<file path="config.mk">
export PLATFORM = sky130hd
export DESIGN_NAME = credit_tx
export DESIGN_NICKNAME = d
export VERILOG_FILES = /design/src/rtl/credit_tx.sv
export SDC_FILE = /design/constraint.sdc
export NUM_CORES = 1
export LEC_CHECK = 0
export ABC_AREA = 1
export BUFFER_PORTS_ARGS = -buffer_cell sky130_fd_sc_hd__buf_2
export CORE_MARGIN = 4
export CORE_UTILIZATION = 25
export DETAILED_ROUTE_END_ITERATION = 10
export SETUP_SLACK_MARGIN = 0.4
export SLEW_MARGIN = 20
export SYNTH_ARGS = -nofsm -noshare
export SYNTH_HDL_FRONTEND = slang
export SYNTH_SLANG_ARGS = --single-unit
</file>
<file path="constraint.sdc">
create_clock -name CLK -period 3.5 [get_ports CLK]
set_input_delay 0.35 -clock CLK [delete_from_list [all_inputs] [get_ports CLK]]
set_output_delay 0.35 -clock CLK [all_outputs]
set_load 0.01 [all_outputs]
</file>
<file path="src/rtl/credit_tx.sv">
// credit_tx: transmit-side credit flow-control stage.
// Accepts an upstream valid/ready stream and forwards it as a registered,
// credit-gated valid-only stream. The remote receiver returns one credit per
// consumed beat. Supports a flush/drain handshake and a sticky overflow flag.
//
// state | meaning
// ------+----------------------------------------------------------------
// LOAD  | one-cycle (re)initialisation of the credit count from INIT_CREDIT
// RUN   | normal streaming; beats sent while credits are available
// DRAIN | no new beats; wait until all outstanding credits have come back
module credit_tx #(
  parameter int DATA_WIDTH   = 16,
  parameter int CREDIT_WIDTH = 4,
  parameter int MAX_CREDIT   = 8
) (
  input  logic                    CLK,
  input  logic                    RESET_N,
  input  logic [CREDIT_WIDTH-1:0] INIT_CREDIT,
  input  logic                    FLUSH,
  input  logic                    IN_VAL,
  input  logic [DATA_WIDTH-1:0]   IN_DAT,
  output logic                    IN_RDY,
  output logic                    OUT_VAL,
  output logic [DATA_WIDTH-1:0]   OUT_DAT,
  input  logic                    CREDIT_RET,
  output logic [CREDIT_WIDTH-1:0] CREDIT_CNT,
  output logic                    FLUSH_DONE,
  output logic                    ERR_OVF
);

  localparam logic [CREDIT_WIDTH-1:0] MAX_C = CREDIT_WIDTH'(MAX_CREDIT);
  localparam logic [CREDIT_WIDTH-1:0] ONE_C = {{(CREDIT_WIDTH-1){1'b0}}, 1'b1};

  typedef enum logic [1:0] {
    LOAD  = 2'd0,
    RUN   = 2'd1,
    DRAIN = 2'd2
  } state_t;

  state_t                  state;
  logic [CREDIT_WIDTH-1:0] credit;
  logic [CREDIT_WIDTH-1:0] init_reg;
  logic                    out_val;
  logic [DATA_WIDTH-1:0]   out_dat;
  logic                    flush_done;
  logic                    err_ovf;

  logic                    in_rdy;
  logic                    send;
  logic [CREDIT_WIDTH-1:0] init_clamp;
  logic [CREDIT_WIDTH-1:0] credit_next;
  logic                    ovf_hit;

  // Ready comes from registered state only, so a same-cycle return never
  // bypasses the zero-credit stall.
  assign in_rdy     = (state == RUN) && (credit != '0);
  assign send       = IN_VAL & in_rdy;
  assign init_clamp = (INIT_CREDIT > MAX_C) ? MAX_C : INIT_CREDIT;

  // Saturating up/down credit update; a return at full count is an overflow.
  always_comb begin
    credit_next = credit;
    ovf_hit     = 1'b0;
    if (CREDIT_RET && !send) begin
      if (credit == MAX_C) begin
        ovf_hit = 1'b1;
      end else begin
        credit_next = credit + ONE_C;
      end
    end else if (send && !CREDIT_RET) begin
      credit_next = credit - ONE_C;
    end
  end

  // Control FSM, credit counter, output register and status flags.
  always_ff @(posedge CLK or negedge RESET_N) begin
    if (!RESET_N) begin
      state      <= LOAD;
      credit     <= '0;
      init_reg   <= '0;
      out_val    <= 1'b0;
      out_dat    <= '0;
      flush_done <= 1'b0;
      err_ovf    <= 1'b0;
    end else begin
      flush_done <= 1'b0;
      out_val    <= send;
      if (send) begin
        out_dat <= IN_DAT;
      end
      case (state)
        LOAD: begin
          credit   <= init_clamp;
          init_reg <= init_clamp;
          // Any return here has no outstanding beat to match; drop and flag.
          if (CREDIT_RET) begin
            err_ovf <= 1'b1;
          end
          state <= RUN;
        end
        RUN: begin
          credit <= credit_next;
          if (ovf_hit) begin
            err_ovf <= 1'b1;
          end
          if (FLUSH) begin
            state <= DRAIN;
          end
        end
        DRAIN: begin
          credit <= credit_next;
          if (ovf_hit) begin
            err_ovf <= 1'b1;
          end
          // Registered count back at its loaded value: nothing in flight.
          if (credit >= init_reg) begin
            flush_done <= 1'b1;
            state      <= LOAD;
          end
        end
        default: begin
          state <= LOAD;
        end
      endcase
    end
  end

  assign IN_RDY     = in_rdy;
  assign OUT_VAL    = out_val;
  assign OUT_DAT    = out_dat;
  assign CREDIT_CNT = credit;
  assign FLUSH_DONE = flush_done;
  assign ERR_OVF    = err_ovf;

endmodule

</file>
# Word level (Yosys, flattened, before mapping)
# Index checks and enable logic that the tools add are counted.
# op_classes
add_sub_neg	2
eq_ne	9
div_mod_pow	0
mul	0
n_shift	0
bitwise_logic	1
muxes	15
n_reduce_logical	12
magnitude_cmp	2
# ops
op	count
$mux W4	4
$pmux W4 S2	1
$mux W1	6
$ne A2 B2 Y1 const B	3
$pmux W2 S3	1
$reduce_and A3 Y1	2
$add A4 B1 Y4 const B	1
$eq A4 B4 Y1 const B	1
$ge A4 B4 Y1	1
$gt A4 B4 Y1 const B	1
$mux W2	2
$reduce_bool A4 Y1	1
$sub A4 B1 Y4 const B	1
$logic_and A1 B1 Y1	3
$ne A3 B1 Y1 const B	1
$ne A3 B3 Y1 const B	1
$eq A2 B1 Y1 const B	1
$eq A2 B2 Y1 const B	1
$logic_not A1 Y1	2
$logic_not A2 Y1	1
$ne A2 B1 Y1 const B	1
$pmux W1 S2	1
$reduce_and A2 Y1	1
$reduce_bool A2 Y1	1
other kinds (2)	2
# totals
regBits	29
ramBits	0
n_memories	0
elab_cells	48
out_inout_bits	24
rom_bits	0
latchBits	0
inputBits	25

# Longest topological paths before layout
# Gate-level depths: netlist of run 1.
# depth
depth_word	8
ltp_mapped	14
ltp_nobuf	14

# Worst setup path before layout of run 1
# OpenSTA, ideal clock, no wires.
# synth_path
path_kind	register to register
start	reg state[1]
end	reg credit[3], in the netlist CREDIT_CNT[3]
arrival_ns	1.818
t_required_ns	3.384
setup_slack_ns	1.566
path_stages_with_launch	14
setup_ns	0.116
synth_period_minus_slack_ns	1.934
path_cell_list	dfrtp_1 inv_1 ha_1 nand3_4 nand2_4 ha_1 a21oi_1 nand3_1 nand2_1 nand2_1 nand3_1 nand2_1 nand2_1 nand2_1
# synth_between
elab_chain_len	7
word_cells_on_any_way	15
cone_classes	eq/ne (4); mux (2); bitwise (1); reduce/logical (8)
# synth_lines
item	line	text
start: declaration	40	state_t state;
start signal: assignment	78	state <= LOAD;
start signal: assignment	99	state <= RUN;
start signal: assignment	107	state <= DRAIN;
$eq A2 B1 Y1	56, 91	
$logic_and A1 B1 Y1	56	assign in_rdy = (state == RUN) && (credit != '0);
$and A1 B1 Y1	57	assign send = IN_VAL & in_rdy;
$logic_not A1 Y1	64	if (CREDIT_RET && !send) begin
$logic_and A1 B1 Y1	64	
$ne A3 B3 Y1 (no line) (tied with other cells)	--	
$reduce_and A3 Y1 (no line) / $pmux W4 S2 (equally long branches)	--	
end signal: assignment	93	credit <= init_clamp;
end signal: assignment	102	credit <= credit_next;
end signal: assignment	111	credit <= credit_next;
end: declaration	41	logic [CREDIT_WIDTH-1:0] credit;
# Parallel ways exist; a longest one is shown, timed or not.
# A chain may end at the register's enable or synchronous reset.

# Final worst setup path of run 1
# Ends and elaborated chain as after synthesis.

==> results by group, run 1 <==
Timing
  – Worst rel slew slack: 56.04%
  – Highest clock rate: 441.5 MHz
  – Final Slew Violations: 0
  – Final Critical Period: 2.265 ns
  – Skew final: roughly 0.0067 ns
  – RSZ-0062 raised after global routing: false
  – Worst Tran Pin Value: ~0.66 ns
  – Fin. Hold Viols: 0
  – Setup TNS: 0 ns
  – Final period utilization: 64.71%
  – Final setup fails: 0

Die
  – Std cell rows: 28
  – Core area: 5956 µm²
  – Die footprint: roughly 7500 µm²
  – Die W: between 80 and 90 µm
  – Starting Density: 25.78%
  – Num ports: 49
  – Die Y: 86.37 µm

Synthesis
  – Post-Syn Area: between 1500 and 2000 µm²
  – Multiplexer share of the synthesized area: 0%
  – Main combinational cell family by area after synthesis: simple AND/OR/NAND/NOR gates
  – Synth Area in XOR/XNOR: 0%
  – Adder-Cell Fraction of Synth Area: 11.08%
  – Syn avg cell area: 8.210 µm²
  – #FFs+latches synth: 29
  – Syn_nets: 225
  – Count of unique library cells instantiated by Yosys: 23
  – Synth Instances: 187
  – Seq/Total Area, Yosys: 47.27%
  – Complex-gate fraction of the synthesized area: ~6.3%
  – Simple-gate share of the synthesized area: between 20 and 30%
  – Syn. warnings: 0

Global routing
  – Vias in the first global route: 1256
  – Overflow after GRT: 0
  – Initial antenna violation count: 0
  – Largest net degree at the start of global routing: 30
  – GRT Total Usage: under 10%
  – Global-route wire length before repair: 5823 µm

Setup path
  – Most frequent CP cell: nand2_1
  – Startpoint types: register
  – Crit path buf inv count: 1
  – Slowest stage delay, CP: around 0.4 ns
  – Worst-path cell chain: inv_1 -> ha_1 -> nand3_4 -> nand2_4 -> ha_1 -> a21oi_1 -> nand3_1 -> nand2_1 -> nand2_1 -> nand3_1 -> nand2_1 -> nand2_1 -> nand2_1
  – Worst EP arrival: 2.43 ns
  – Worst Path Class, Setup: register to register
  – CP max FO: 19
  – Slowest stage cell, crit path: dfrtp_1
  – Crit path capture type: register
  – Critical Path RT: 3.67 ns
  – Crit path max-delay family: simple AND/OR/NAND/NOR gates

Place
  – Port bufs: 48
  – GPL Wtd Cong: 0.8524
  – Dpl hpwl: 2736 µm

Status
  – Status: complete, no violations

Clock network
  – TritonCTS clock tree: built
  – CTS resizes: 0
  – Clock root cell: clkbuf_8
  – Clk Latency, worst-skew pair: 0.27 ns
  – Setup Buffers After CTS: 0
  – Clock buffer depth: 2
  – Hold_buf cts: 0
  – # clock sinks: 29
  – H-tree depth: 2
  – Worst-path clk slew: roughly 0.06 ns
  – CTS Buf Count: 5

Flow run
  – Max-cap violations: 0

Drt
  – ANT nets after route: 0
  – WL/cell: 11.44 µm
  – DRC Markers: 0
  – WL final: 3616 µm
  – Vias per inst: 4.203
  – First DRT Iteration DRCs: 54
  – Via count: about 1.3k
  – Drt first pass iters: 4

Layout
  – Commonest non-fill, non-tap cell in the layout: nand2_1
  – Layout fillers: 665
  – Layout cells sized above 1: 26.97%
  – Post-layout nets: 278
  – Max reg flops: 16
  – Most frequent cells in the layout: nand2_1 (80), buf_2 (48), dfrtp_1 (29), inv_1 (24), ha_1 (12)
  – Area growth from synthesis to layout: 26.32%
  – Number of inserted diodes: 0

Pwr
  – Total power: roughly 1.8 mW
  – Leakage: 1.117 nW
  – Worst vdd ir: 0.2147 mV
  – Pwr/cell area: approximately 920 nW/µm²

Min path
  – Hold/Removal Path Class: input port to asynchronous set/reset pin
==> path summary, 6_finish.rpt <==
path | start | endpoint | slack (ns) | cells past startpoint
min reg2reg | OUT_DAT[6] | OUT_DAT[6] | 0.48 | 2
min in group CLK | IN_DAT[10] | OUT_DAT[10] | 0.27 | 3
max | state[1] | CREDIT_CNT[3] | 1.24 | 13
max in group asynchronous | RESET_N | OUT_DAT[5] | 2.96 | 1
max reg2reg | state[1] | CREDIT_CNT[3] | 1.24 | 13
min | RESET_N | ERR_OVF | 0.10 | 1
==> logic make-up after synthesis <==
logic type	count (synthesis)
and+or+nand+nor	102
AOI/OAI and AO/OA	16
buffers and inverters	27
DFF	29
adders and majority gates	13
==> per-layer routing <==
| layer | GRT usage [%] | routed length, µm |
|---|---|---|
| met4 | 2.975 | 25 |
| met2 | 15.30 | 1769 |
| met3 | 2.947 | 181 |
| met5 | 0 | 0 |
| met1 | 13.44 | 1639 |
==> synth_stat cells, drive strengths merged <==
cell type / count / area [µm²]
nand4: 2 / 12.51
o21bai: 1 / 7.510
dfrtp: 29 / 725.7
o211ai: 1 / 7.510
nor2: 8 / 42.54
a21oi: 3 / 15.01
ha: 12 / 150.1
o22ai: 3 / 18.77
inv: 25 / 93.84
nand3: 9 / 57.56
fa: 1 / 20.02
nand2: 82 / 317.8
buf: 2 / 12.51
or2: 1 / 6.260
o21ai: 8 / 47.55
==> per-stage QoR <==
stage	area, µm²	hold WS, ns	utilization, %	setup WS, ns	instances
after floorplan	1535	0.05441	-	1.566	187
after global placement	1857	0.4244	31.18	1.301	308
after detailed placement	1857	0.4263	31.18	1.220	308
after CTS	1939	0.1268	32.56	1.189	316
after global routing	1939	0.1570	32.56	0.9660	316
final	1939	0.1022	32.56	1.235	316
==> power breakdown <==
group / total (mW) / switching [mW] / internal, mW / leakage [nW]
Clock: 0.258 / 0.121 / 0.137 / 0.0450
Sequential: 0.605 / 0.118 / 0.487 / 0.361
Combinational: 0.914 / 0.551 / 0.363 / 0.710
Total: 1.78 / 0.790 / 0.987 / 1.12
==> layout make-up <==
type                            count  area (µm²)  area share [%]
Clock inverter                      2       10.01          0.5161
Sequential cell                    29       725.7           37.42
Inverter                           25       93.84           4.839
Timing Repair Buffer               48       240.2           12.39
Clock buffer                        6       72.57           3.742
Tap cell                           75       93.84           4.839
Multi-Input combinational cell    131       703.2           36.26
==> worst register-to-register path, delay by kind of cell, from the launching register on <==
kind / cells / cell delay, ns
DFF: 1 / 0.41
buffers and inverters: 1 / 0.14
adders and majority gates: 2 / 0.53
AOI/OAI and AO/OA: 1 / 0.21
and+or+nand+nor: 9 / 0.88
Power figures use the tool's default switching activity.
==> inputs of run 2 (changes only) <==
- clock period: 3.5 -> 2.3 ns (I/O delays scaled with it)
==> run 2 against run 1 <==
Compared with the run above: the flow now finishes with violations (negative hold slack); count of clock-buffer cells in the layout is the same; final area up 6.6%; worst setup slack got worse by 0.72 ns; critical endpoint is now CREDIT_CNT[2]; highest routed layer unchanged.
==> results by group, run 2 (synthesis results as in run 1) <==
Timing
  – RSZ-0062 raised after global routing: false (unchanged)
  – Worst Tran Pin Value: 0.6861 ns (was 0.6595 ns)
  – Fin. Hold Viols: 16 (was 0)
  – Skew final: 0.005430 ns (was 0.006685 ns)
  – Worst rel slew slack: 54.26% (was 56.04%)
  – Setup TNS: 0 ns (unchanged)
  – Final setup fails: 0 (unchanged)
  – Worst Hold Margin: -0.02200 ns (was 0.1022 ns)
  – Final Critical Period: 1.788 ns (was 2.265 ns)
  – Highest clock rate: 559.4 MHz (was 441.5 MHz)
  – Final setup margin: 0.5124 ns (was 1.235 ns)
  – Final Slew Violations: 0 (unchanged)
  – Final period utilization: 77.72% (was 64.71%)

Global routing
  – Met2 GRT Util: 17.66% (was 15.30%)
  – Global-route wire length before repair: 6382 µm (was 5823 µm)
  – Initial antenna violation count: 0 (unchanged)
  – Most Crowded Layer GR: met2 (unchanged)
  – Met3 usage: 3.707% (was 2.947%)
  – Largest net degree at the start of global routing: 30 (unchanged)
  – Met1 Usage GRT: 13.88% (was 13.44%)
  – Overflow after GRT: 0 (unchanged)
  – GRT Total Usage: 11.12% (was 9.924%)
  – Vias in the first global route: 1329 (was 1256)

Clock network
  – Worst-path clk slew: 0.07 ns (was 0.06 ns)
  – Clock buffer depth: 2 (unchanged)
  – Clock root cell: clkbuf_8 (unchanged)
  – Clk Latency, worst-skew pair: 0.28 ns (was 0.27 ns)
  – CTS Buf Count: 5 (unchanged)
  – TritonCTS clock tree: built (unchanged)
  – # clock sinks: 29 (unchanged)
  – H-tree depth: 2 (unchanged)

Die
  – Core area: 5956 µm² (unchanged)
  – Num ports: 49 (unchanged)
  – Die W: 86.37 µm (unchanged)
  – Std cell rows: 28 (unchanged)
  – Die Y: 86.37 µm (unchanged)
  – Starting Density: 25.78% (unchanged)
  – Die footprint: 7459 µm² (unchanged)

Place
  – Placed inst area: 1893 µm² (was 1857 µm²)
  – Inst Count DP: 311 (was 308)
  – Pre-CTS setup slack: 0.3314 ns (was 1.220 ns)
  – Dpl hpwl: 2830 µm (was 2736 µm)
  – GPL Wtd Cong: 0.7523 (was 0.8524)
  – Port bufs: 48 (unchanged)

Setup path
  – Crit path capture type: register (unchanged)
  – Crit path buf inv count: 0 (was 1)
  – Worst Path Class, Setup: register to register (unchanged)
  – Slowest stage cell, crit path: dfrtp_2 (was dfrtp_1)
  – Slowest stage delay, CP: 0.43 ns (was 0.41 ns)
  – Crit path max-delay family: simple AND/OR/NAND/NOR gates (unchanged)
  – Worst EP arrival: 1.97 ns (was 2.43 ns)
  – Startpoint types: register (unchanged)
  – CP max FO: 6 (was 19)
  – R2R Setup Slk: 0.51 ns (was 1.24 ns)
  – Worst reg2reg path startpoint: state[0] (was state[1])
  – R2r endpoint: CREDIT_CNT[2] (was CREDIT_CNT[3])
  – Most frequent CP cell: nand2_1 (unchanged)
  – Critical Path RT: 2.48 ns (was 3.67 ns)
  – Reg2Reg Depth: 9 (was 13)
  – Worst-path cell chain: ha_4 -> nand3_4 -> nand2_8 -> fa_2 -> or2_2 -> nand3_1 -> o21ai_1 -> nand2_1 -> nand2_1 (was inv_1 -> ha_1 -> nand3_4 -> nand2_4 -> ha_1 -> a21oi_1 -> nand3_1 -> nand2_1 -> nand2_1 -> nand3_1 -> nand2_1 -> nand2_1 -> nand2_1)

Layout
  – Area of the multi-input gates: 760.7 µm² (was 703.2 µm²)
  – Layout fillers: 670 (was 665)
  – Most frequent cells in the layout: nand2_1 (80), buf_2 (48), dfrtp_1 (26), inv_1 (23), ha_1 (10) (was nand2_1 (80), buf_2 (48), dfrtp_1 (29), inv_1 (24), ha_1 (12))
  – Area growth from synthesis to layout: 34.72% (was 26.32%)
  – Number of inserted diodes: 0 (unchanged)
  – Final cell count without fillers: 325 (was 316)
  – Design area: 2068 µm² (was 1939 µm²)
  – Layout cells sized above 1: 34.00% (was 26.97%)
  – Seq. cell area: 729.5 µm² (was 725.7 µm²)
  – Max reg flops: 16 (unchanged)
  – Commonest non-fill, non-tap cell in the layout: nand2_1 (unchanged)
  – Post-layout nets: 287 (was 278)

Drt
  – WL final: 3937 µm (was 3616 µm)
  – ANT nets after route: 0 (unchanged)
  – First DRT Iteration DRCs: 110 (was 54)
  – Via count: 1388 (was 1328)
  – DRC Markers: 0 (unchanged)
  – WL/cell: 12.11 µm (was 11.44 µm)
  – Vias per inst: 4.271 (was 4.203)
  – Drt first pass iters: 4 (unchanged)

Status
  – Failing checks: negative hold slack
  – Status: complete, but fails checks (was complete, no violations)

Flow run
  – Max-cap violations: 0 (unchanged)

Min path
  – Hold/Removal Path Class: input port to asynchronous set/reset pin (unchanged)

Pwr
  – Worst vdd ir: 0.4428 mV (was 0.2147 mV)
  – Pwr/cell area: 1418 nW/µm² (was 916.3 nW/µm²)
  – Leakage: 1.164 nW (was 1.117 nW)
==> run 2: cell count changes in the layout (fill, tap and decap cells not counted), sizes merged <==
| cell | previous run | this run |
|---|---|---|
| buf | 48 | 57 |
==> run 2: worst register-to-register path, stage by stage, from the launching register on <==
cell,delay (ns)
dfrtp_2,0.43
ha_4,0.19
nand3_4,0.11
nand2_8,0.08
fa_2,0.35
or2_2,0.29
nand3_1,0.07
o21ai_1,0.06
nand2_1,0.06
nand2_1,0.04
==> run 2: how the worst max path moves through the flow <==
stage	startpoint	end	slack, ns	depth (start not counted)
4_1_cts	state[0]	CREDIT_CNT[3]	0.39	12
3_5_place_dp	state[1]	CREDIT_CNT[3]	0.33	13
2_1_floorplan	CREDIT_CNT[3]	CREDIT_CNT[2]	0.41	10
3_3_place_gp	state[1]	CREDIT_CNT[2]	0.38	10
5_1_grt	state[1]	CREDIT_CNT[3]	0.37	14
6_report	state[0]	CREDIT_CNT[2]	0.51	9
==> run 2: through the flow <==
stage / power (mW) / utilization [%] / hold WS [ns]
5_1_grt: 3.250 / 34.73 / 0.03724
4_1_cts: 2.869 / 33.57 / 0.01454
3_3_place_gp: 2.366 / 31.79 / 0.3221
3_5_place_dp: 2.394 / 31.79 / 0.3202
2_1_floorplan: 1.901 / - / -0.06559
6_report: 2.932 / 34.73 / -0.02200
==> run 2: repair_timing <==
action / in CTS / in global routing
hold buffers: 0 / 0
hold endpoints to repair: 0 / 0
pin swaps: 0 / 1
buffers inserted: 3 / 3
gates resized for setup: 2 / 10
endpoints found under the setup margin: 2 / 2
cloned: 0 / 0
==> run 2: layer usage <==
layer | routed length (µm) | vias to the layer above | share of wire (%)
li1 | - | 703 | -
met1 | 1768 | 645 | 45
met2 | 1886 | 35 | 48
met3 | 216 | 5 | 5.5
met4 | 66 | 0 | 1.7
met5 | 0 | - | 0
==> run 2: power by group <==
| group | internal, mW | switching (mW) |
|---|---|---|
| logic | 0.682 | 0.965 |
| registers | 0.746 | 0.129 |
| clock network | 0.209 | 0.201 |
| total | 1.64 | 1.30 |
==> run 2: final cells by class <==
cell class              instances  share of cell area [%]
multi-input cells             131                   36.78
flip-flops and latches         29                   35.27
repair buffers                 57                   14.88
inverters                      25                   4.537
well taps                      75                   4.537
clock buffers                   6                   3.509
clock inverters                 2                  0.4840
